==> src/rtl/mips_ctrl_pkg.sv <==
// rtl/mips_ctrl_pkg.sv - shared types and codes for the multi-cycle MIPS control unit
package mips_ctrl_pkg;

  typedef enum logic [3:0] {
    S_IDLE     = 4'd0,
    S_FETCH    = 4'd1,
    S_DECODE   = 4'd2,
    S_MEM_ADDR = 4'd3,
    S_MEM_RD   = 4'd4,
    S_MEM_WB   = 4'd5,
    S_MEM_WR   = 4'd6,
    S_EXEC     = 4'd7,
    S_R_WB     = 4'd8,
    S_BRANCH   = 4'd9,
    S_JUMP     = 4'd10,
    S_ADDI_EX  = 4'd11,
    S_ADDI_WB  = 4'd12,
    S_TRAP     = 4'd15
  } state_t;

  localparam logic [5:0] OP_RTYPE = 6'b000000;
  localparam logic [5:0] OP_LW    = 6'b100011;
  localparam logic [5:0] OP_SW    = 6'b101011;
  localparam logic [5:0] OP_BEQ   = 6'b000100;
  localparam logic [5:0] OP_J     = 6'b000010;
  localparam logic [5:0] OP_ADDI  = 6'b001000;

  localparam logic [1:0] ALUOP_ADD   = 2'b00;
  localparam logic [1:0] ALUOP_SUB   = 2'b01;
  localparam logic [1:0] ALUOP_FUNCT = 2'b10;
  localparam logic [1:0] ALUOP_IMM   = 2'b11;

  localparam logic [1:0] PCSRC_ALU    = 2'b00;
  localparam logic [1:0] PCSRC_ALUOUT = 2'b01;
  localparam logic [1:0] PCSRC_JUMP   = 2'b10;

  localparam logic [1:0] SRCB_RT      = 2'b00;
  localparam logic [1:0] SRCB_FOUR    = 2'b01;
  localparam logic [1:0] SRCB_IMM     = 2'b10;
  localparam logic [1:0] SRCB_IMM_SH2 = 2'b11;

  // Registered (Moore) control bundle; IRWrite and the fetch PC write are gated separately
  typedef struct packed {
    logic       pc_write;
    logic       pc_write_cond;
    logic       iord;
    logic       mem_read;
    logic       mem_write;
    logic       mem_to_reg;
    logic [1:0] pc_source;
    logic [1:0] alu_op;
    logic       alu_src_a;
    logic [1:0] alu_src_b;
    logic       reg_write;
    logic       reg_dst;
  } ctrl_t;

  // States that wait on the memory handshake
  function automatic logic is_wait_state(input state_t s);
    return (s == S_FETCH) || (s == S_MEM_RD) || (s == S_MEM_WR);
  endfunction

endpackage

==> src/rtl/mem_wait_timer.sv <==
// rtl/mem_wait_timer.sv - memory wait counter with timeout detect
module mem_wait_timer #(
  parameter int MEM_TIMEOUT = 16
) (
  input  logic clk,
  input  logic rst_n,
  input  logic active,
  input  logic mem_ready,
  output logic expired
);

  localparam int CW = (MEM_TIMEOUT > 1) ? $clog2(MEM_TIMEOUT) : 1;
  localparam logic [CW-1:0] LAST = CW'(MEM_TIMEOUT - 1);

  logic [CW-1:0] count;

  // mem_ready in the final allowed cycle wins over the timeout
  assign expired = active && !mem_ready && (count == LAST);

  // A wait state is only left on mem_ready or expiry, both of which clear the count,
  // so the count is already zero whenever a wait state is entered
  always_ff @(posedge clk or negedge rst_n) begin
    if (!rst_n) begin
      count <= '0;
    end else if (!active || mem_ready || expired) begin
      count <= '0;
    end else begin
      count <= count + CW'(1);
    end
  end

endmodule

==> src/rtl/multicycle_control.sv <==
// rtl/multicycle_control.sv - multi-cycle MIPS main control FSM
module multicycle_control
  import mips_ctrl_pkg::*;
#(
  parameter int OPCODE_W        = 6,
  parameter int ALUOP_W         = 2,
  parameter int MEM_TIMEOUT     = 16,
  parameter int EN_JUMP         = 1,
  parameter int EN_ADDI         = 1,
  parameter int TRAP_ON_ILLEGAL = 1
) (
  input  logic               clk,
  input  logic               rst_n,
  input  logic [OPCODE_W-1:0] Opcode,
  input  logic               mem_ready,
  output logic               PCWrite,
  output logic               PCWriteCond,
  output logic               IorD,
  output logic               MemRead,
  output logic               MemWrite,
  output logic               MemtoReg,
  output logic               IRWrite,
  output logic [1:0]         PCSource,
  output logic [ALUOP_W-1:0] ALUOp,
  output logic               ALUSrcA,
  output logic [1:0]         ALUSrcB,
  output logic               RegWrite,
  output logic               RegDst,
  output logic               illegal_op,
  output logic               mem_timeout,
  output logic [3:0]         state_o
);

  state_t state;
  state_t next_state;
  ctrl_t  ctrl_q;
  logic   illegal_q;
  logic   timeout_q;
  logic   decode_illegal;
  logic   expired;
  logic   fetch_done;

  mem_wait_timer #(.MEM_TIMEOUT(MEM_TIMEOUT)) u_timer (
    .clk       (clk),
    .rst_n     (rst_n),
    .active    (is_wait_state(state)),
    .mem_ready (mem_ready),
    .expired   (expired)
  );

  function automatic ctrl_t decode_ctrl(input state_t s);
    ctrl_t c;
    c = '0;
    case (s)
      S_FETCH:    begin c.mem_read = 1'b1; c.alu_src_b = SRCB_FOUR; c.alu_op = ALUOP_ADD; end
      S_DECODE:   begin c.alu_src_b = SRCB_IMM_SH2; c.alu_op = ALUOP_ADD; end
      S_MEM_ADDR: begin c.alu_src_a = 1'b1; c.alu_src_b = SRCB_IMM; c.alu_op = ALUOP_ADD; end
      S_MEM_RD:   begin c.mem_read = 1'b1; c.iord = 1'b1; end
      S_MEM_WB:   begin c.reg_write = 1'b1; c.mem_to_reg = 1'b1; end
      S_MEM_WR:   begin c.mem_write = 1'b1; c.iord = 1'b1; end
      S_EXEC:     begin c.alu_src_a = 1'b1; c.alu_src_b = SRCB_RT; c.alu_op = ALUOP_FUNCT; end
      S_R_WB:     begin c.reg_write = 1'b1; c.reg_dst = 1'b1; end
      S_BRANCH:   begin
        c.alu_src_a = 1'b1; c.alu_src_b = SRCB_RT; c.alu_op = ALUOP_SUB;
        c.pc_write_cond = 1'b1; c.pc_source = PCSRC_ALUOUT;
      end
      S_JUMP:     begin c.pc_write = 1'b1; c.pc_source = PCSRC_JUMP; end
      S_ADDI_EX:  begin c.alu_src_a = 1'b1; c.alu_src_b = SRCB_IMM; c.alu_op = ALUOP_IMM; end
      S_ADDI_WB:  begin c.reg_write = 1'b1; end
      default:    c = '0;
    endcase
    return c;
  endfunction

  // Next-state selection from current state, opcode and memory handshake
  always_comb begin
    next_state     = state;
    decode_illegal = 1'b0;
    case (state)
      S_IDLE:   next_state = S_FETCH;
      S_FETCH:  begin
        if (mem_ready)    next_state = S_DECODE;
        else if (expired) next_state = S_TRAP;
      end
      S_DECODE: begin
        if (Opcode == OPCODE_W'(OP_RTYPE))
          next_state = S_EXEC;
        else if (Opcode == OPCODE_W'(OP_LW) || Opcode == OPCODE_W'(OP_SW))
          next_state = S_MEM_ADDR;
        else if (Opcode == OPCODE_W'(OP_BEQ))
          next_state = S_BRANCH;
        else if ((EN_JUMP != 0) && (Opcode == OPCODE_W'(OP_J)))
          next_state = S_JUMP;
        else if ((EN_ADDI != 0) && (Opcode == OPCODE_W'(OP_ADDI)))
          next_state = S_ADDI_EX;
        else begin
          decode_illegal = 1'b1;
          next_state     = (TRAP_ON_ILLEGAL != 0) ? S_TRAP : S_FETCH;
        end
      end
      S_MEM_ADDR: next_state = (Opcode == OPCODE_W'(OP_LW)) ? S_MEM_RD : S_MEM_WR;
      S_MEM_RD: begin
        if (mem_ready)    next_state = S_MEM_WB;
        else if (expired) next_state = S_TRAP;
      end
      S_MEM_WR: begin
        if (mem_ready)    next_state = S_FETCH;
        else if (expired) next_state = S_TRAP;
      end
      S_MEM_WB, S_R_WB, S_BRANCH, S_JUMP, S_ADDI_WB: next_state = S_FETCH;
      S_EXEC:    next_state = S_R_WB;
      S_ADDI_EX: next_state = S_ADDI_WB;
      S_TRAP:    next_state = S_TRAP;
      default:   next_state = S_IDLE;
    endcase
  end

  // State, registered control outputs (decoded from the state being entered) and sticky flags
  always_ff @(posedge clk or negedge rst_n) begin
    if (!rst_n) begin
      state     <= S_IDLE;
      ctrl_q    <= '0;
      illegal_q <= 1'b0;
      timeout_q <= 1'b0;
    end else begin
      state  <= next_state;
      ctrl_q <= decode_ctrl(next_state);
      if (decode_illegal) illegal_q <= 1'b1;
      if (expired)        timeout_q <= 1'b1;
    end
  end

  // Instruction load and PC+4 happen in the cycle the fetch completes
  assign fetch_done  = (state == S_FETCH) && mem_ready;

  assign PCWrite     = ctrl_q.pc_write | fetch_done;
  assign IRWrite     = fetch_done;
  assign PCWriteCond = ctrl_q.pc_write_cond;
  assign IorD        = ctrl_q.iord;
  assign MemRead     = ctrl_q.mem_read;
  assign MemWrite    = ctrl_q.mem_write;
  assign MemtoReg    = ctrl_q.mem_to_reg;
  assign PCSource    = ctrl_q.pc_source;
  assign ALUOp       = ALUOP_W'(ctrl_q.alu_op);
  assign ALUSrcA     = ctrl_q.alu_src_a;
  assign ALUSrcB     = ctrl_q.alu_src_b;
  assign RegWrite    = ctrl_q.reg_write;
  assign RegDst      = ctrl_q.reg_dst;
  assign illegal_op  = illegal_q;
  assign mem_timeout = timeout_q;
  assign state_o     = state;

endmodule

==> config.mk <==
export PLATFORM = sky130hd
export DESIGN_NAME = multicycle_control
export DESIGN_NICKNAME = d
export VERILOG_FILES = /design/src/rtl/mips_ctrl_pkg.sv /design/src/rtl/mem_wait_timer.sv /design/src/rtl/multicycle_control.sv
export SDC_FILE = /design/constraint.sdc
export NUM_CORES = 1
export LEC_CHECK = 0
export CAP_MARGIN = 40
export CORE_MARGIN = 8
export CORE_UTILIZATION = 45
export CTS_BUF_LIST = sky130_fd_sc_hd__clkbuf_4
export CTS_CLUSTER_DIAMETER = 30
export DETAILED_ROUTE_END_ITERATION = 16
export GPL_TIMING_DRIVEN = 0
export HOLD_SLACK_MARGIN = 0.05
export PLACE_DENSITY_LB_ADDON = 0.2
export SLEW_MARGIN = 20
export SYNTH_ARGS = -nofsm -noshare
export SYNTH_HDL_FRONTEND = slang
export SYNTH_SLANG_ARGS = --single-unit
==> constraint.sdc <==
create_clock -name clk -period 1.96 [get_ports clk]
set_input_delay 0.392 -clock clk [delete_from_list [all_inputs] [get_ports clk]]
set_output_delay 0.392 -clock clk [all_outputs]
set_load 0.02 [all_outputs]
# --- Word-level counts from Yosys, hierarchy flattened ---
# Cells that the tools add are included.
word_totals:
  wordCells: 97
  output_inout_bits: 22
  input_bits: 9
  ff_bits: 25
classes:
  n_addsub: 1
  mux: 30
  n_eq_ne: 31
  bitwise: 1
  reduce_logical: 18
op_table:
  columns: ["cell", "count"]
  rows:
  - ["$eq A4 B4 Y1 const B", 12]
  - ["$pmux W4 S9", 1]
  - ["$eq A4 B3 Y1 const B", 8]
  - ["$mux W4", 7]
  - ["$eq A4 B2 Y1 const B", 4]
  - ["$mux W1", 15]
  - ["$eq A6 B6 Y1 const B", 2]
  - ["$pmux W2 S3", 2]
  - ["$mux W3", 3]
  - ["$eq A4 B1 Y1 const B", 2]
  - ["$eq A6 B2 Y1 const B", 1]
  - ["$eq A6 B3 Y1 const B", 1]
  - ["$eq A6 B4 Y1 const B", 1]
  - ["$logic_not A6 Y1", 1]
  - ["$reduce_or A2 Y1", 3]
  - ["$reduce_or A6 Y1", 1]
  - ["$logic_or A1 B1 Y1", 5]
  - ["$add A4 B1 Y4 const B", 1]
  - ["$logic_not A4 Y1", 1]
  - ["$pmux W2 S2", 1]
  - ["$reduce_or A4 Y1", 1]
  - ["$logic_and A1 B1 Y1", 3]
  - ["$reduce_or A3 Y1", 1]
  - ["$logic_not A1 Y1", 2]
  - ["other kinds (2)", 2]

# --- Longest topological paths before layout ---
logic_depth:
  word_depth: 11
  ltp_mapped: 8
  mapped_depth_nobuf: 7

# --- Cells and area by module ---
# From an unflattened synthesis, not the netlist that was laid out.
hier_totals:
  hier_cells: 130
  hier_area_um2: 1282.5
by_module_without_submodules:
  columns: ["module", "n_inst", "seq_area_each_um2", "area_each_um2", "cells_per_inst"]
  rows:
  - ["multicycle_control", 1, 500.5, 1084.8, 113]
  - ["mem_wait_timer", 1, 100.1, 197.7, 17]

# --- Least setup slack after synthesis ---
# Ideal clock, no wire load.
synth_path:
  kind: "register to output"
  from: "reg state[2] (netlist: state_o[2])"
  to: "out PCWrite"
  required_time_ps: 1568
  setup_slack_ps: -426
  path_buffers: 1
  path_stages_with_launch: 8
  arrival_ps: 1994
  path_cell_list: "dfrtp_1 > buf_6 > or4b_4 > a31oi_1 > a31oi_1 > nand3_4 > nand2b_1 > o21bai_1"
synth_via:
  elab_chain_len: 3
synth_rtl:
  columns: ["element", "line_no", "text"]
  rows:
  - ["start, declared", "multicycle_control.sv:34", "state_t state;"]
  - ["start signal, assigned", "multicycle_control.sv:126", "state <= next_state;"]
  - ["$eq A4 B1 Y1", "multicycle_control.sv:134", "assign fetch_done = (state == S_FETCH) && mem_ready;"]
  - ["$logic_and A1 B1 Y1", "multicycle_control.sv:134", null]
  - ["$or A1 B1 Y1", "multicycle_control.sv:136", "assign PCWrite = ctrl_q.pc_write | fetch_done;"]
  - ["end, declared", "multicycle_control.sv:16", "output logic PCWrite,"]
# Every way passes these cells.

# --- Worst setup path after layout ---
# Same ends and word-level chain as after synthesis.

==> flow_summary_export.csv <==
group,metric,value,unit
synthesis,synth_cell_types,40,
critical_path,path_buf_inv,1,
synthesis,async_flop_share,100,%
sta,worstMarginPinSlew,699,ps
die,initial_core_util,45.6,%
sta,rsz0062_at_grt,"true",
critical_path,critical-path-top-delay-family,"simple AND/OR/NAND/NOR gates",
clocking,cts_root_buf,"clkbuf_4",
sta,min_period_over_period,128,%
synthesis,synth-seq-cells,24,
critical_path,cp.arrival,2120,ps
route,wl_per_cell,16.3,µm
die,die_width,67.9,µm
layout,fillers,192,
place,place_congestion,0.903,
pwr,power_leakage,0.845,nW
layout,fin_nets,181,
synthesis,seq_area_frac_synth,49.5,%
clocking,ctsHoldBuffers,0,
layout,n_antenna_cell,0,
clocking,clock_latency,340,ps
status,status,"complete, but fails checks",
synthesis,synth_cells,116,
die,row_count,19,
route,via_per_inst,5.36,
clocking,cts_made_buffers,3,
global_routing,grt_usage,14.9,%
critical_path,crit_required,1570,ps
place,port_buffers,30,
pwr,total_power,0.00309,W
pwr,p_per_area,1640,nW/µm²
synthesis,synth_warnings,0,
critical_path,crit_chain,"or4b_4 -> o21bai_4 -> a21oi_2 -> nor2_2 -> nand2_2 -> o21bai_4 -> buf_6",
global_routing,grt_pass1_wl,5230,µm
route,drtPass1Iterations,4,
synthesis,synth_area,1210,µm²
synthesis,synth_edf_count,0,
layout,seq_area,606,µm²
layout,layout_commonest_cell,"buf_4",
sta,fin_ws,-548,ps
pwr,ir_drop,1.23,mV
critical_path,path_class,"reg2out",
layout,final_cell_mix,"buf_4, clkdlybuf4s50_1, dfrtp_1",
sta,hold_ws,453,ps
critical_path,worst-path-max-fanout,3,
global_routing,grt_pass1_vias,1085,
sta,maxSlewHeadroom,53.2,%
global_routing,grt_max_degree,16,
critical_path,cp-start-kind,"flip-flop",
route,drt-initial-drc-count,31,
die,dieArea,4610,µm²
critical_path,crit_slowest_cell,"or4b_4",
die,die_y,67.9,µm
synthesis,syn_avg_cell_area,10.5,µm²
route,vias,1077,
place,place_hpwl,2050,µm
route,drt-total-wl,3280,µm
critical_path,max_stage_delay,570,ps
layout,multi_input_area,633,µm²
global_routing,antenna_found_initial,0,
layout,drive_above_1_share,38.8,%
sta,finalSetupViolCount,10,
min_path,worstHoldPathType,"in2async",
die,ios,31,
sta,final_hold_viol_count,0,
run,maxCapViolCount,0,
global_routing,overflow,0,
critical_path,cpMostUsedCell,"o21bai_4",
die,core,2660,µm²
layout,synthToLayoutAreaGrowth,55.4,%
sta,fin_crit,2510,ps
clocking,path_clk_slew,150,ps
sta,fmax,399,MHz
route,ant_nets,0,
clocking,cts.sinks,24,
synthesis,synth-main-ff-cell,"dfrtp_1",
critical_path,cp-end-kind,"primary output",
synthesis,syn_nets,126,
clocking,clock_path_buffers,2,
sta,fin_worst_skew,9.27,ps
status,failed_checks,"setup timing",
sta,finalMaxSlewViolations,0,
route,drc_errors,0,
clocking,cts_tree,"built",
clocking,htreeDepth,1,
## per-stage QoR
step	worst slack (ps)	TNS [ps]	instance area (µm²)	std cells	utilization, %
after floorplan	-188	-352	1250	116	-
after global placement	-1300	-7610	1590	177	59.6
after detailed placement	-1320	-8110	1600	178	60.0
after CTS	-520	-1190	1820	197	68.3
after global routing	-630	-2180	1890	201	70.8
final	-548	-1430	1890	201	70.8
## path summary, 6_finish.rpt
path,depth (start not counted),from,slack (ps),endpoint
setup / recovery,7,state_o[2],-550,PCWrite
hold / removal,1,rst_n,450,u_timer.count[2]
setup reg to reg,7,state_o[2],-90,MemWrite
hold reg to reg,1,illegal_op,490,illegal_op
max in group asynchronous,2,rst_n,960,state_o[2]
min in group clk,1,illegal_op,490,illegal_op
## power by group
part | switching (W) | internal [W]
clock network | 0.000169 | 0.000207
logic | 0.00102 | 0.000969
registers | 0.0000853 | 0.000643
## synthesized netlist by cell type, types with 2 or more instances
library cell / n / area, µm²
a21oi_1: 4 / 20.0
inv_1: 7 / 26.3
nand2_1: 6 / 22.5
nand2b_1: 4 / 25.0
dfrtp_1: 24 / 601
xnor2_1: 2 / 17.5
and3_1: 2 / 12.5
o21bai_1: 3 / 22.5
o21ai_0: 3 / 15.0
nor3_1: 6 / 30.0
xor2_1: 4 / 35.0
buf_4: 6 / 45.0
a31oi_1: 3 / 18.8
nand3_1: 3 / 15.0
nor2_1: 14 / 52.6
## registers in the layout (all words and copies together), names as in the netlist, 2 cells and up
signal and cells:
ALUSrcB 2, state_o 4, u_timer.count 4, ALUOp 2
## routing by layer
layer	track usage, %	up-vias	part of all wire (%)
met2	24.2	38	52
met3	4.26	4	5.8
met4	6.39	0	1.8
met1	18.1	528	41
li1	-	507	-
met5	0	-	0
## logic make-up after synthesis
family,count (synthesis),synth area share (%)
fa+ha+maj,1,1.03
simple gates,45,21.8
flops,24,49.5
xor+xnor,6,4.33
buf+inv,16,7.73
compound gates,24,15.7
## cell type report
type / count / area share [%]
clock inverter: 1 / 1.59
sequential: 24 / 32.1
clock buffer: 3 / 1.19
buffer: 7 / 2.79
multi-input combinational: 76 / 33.6
timing repair buffer: 51 / 24.7
inverter: 8 / 1.99
tap: 31 / 2.06
## repair_timing
item                                    in CTS  in global routing
pin swaps                                    8                  4
endpoints found under the setup margin      13                 13
resized for setup                           29                  9
hold endpoints to repair                     0                  0
buffers inserted                            16                  4
Power figures use the tool's default switching activity.
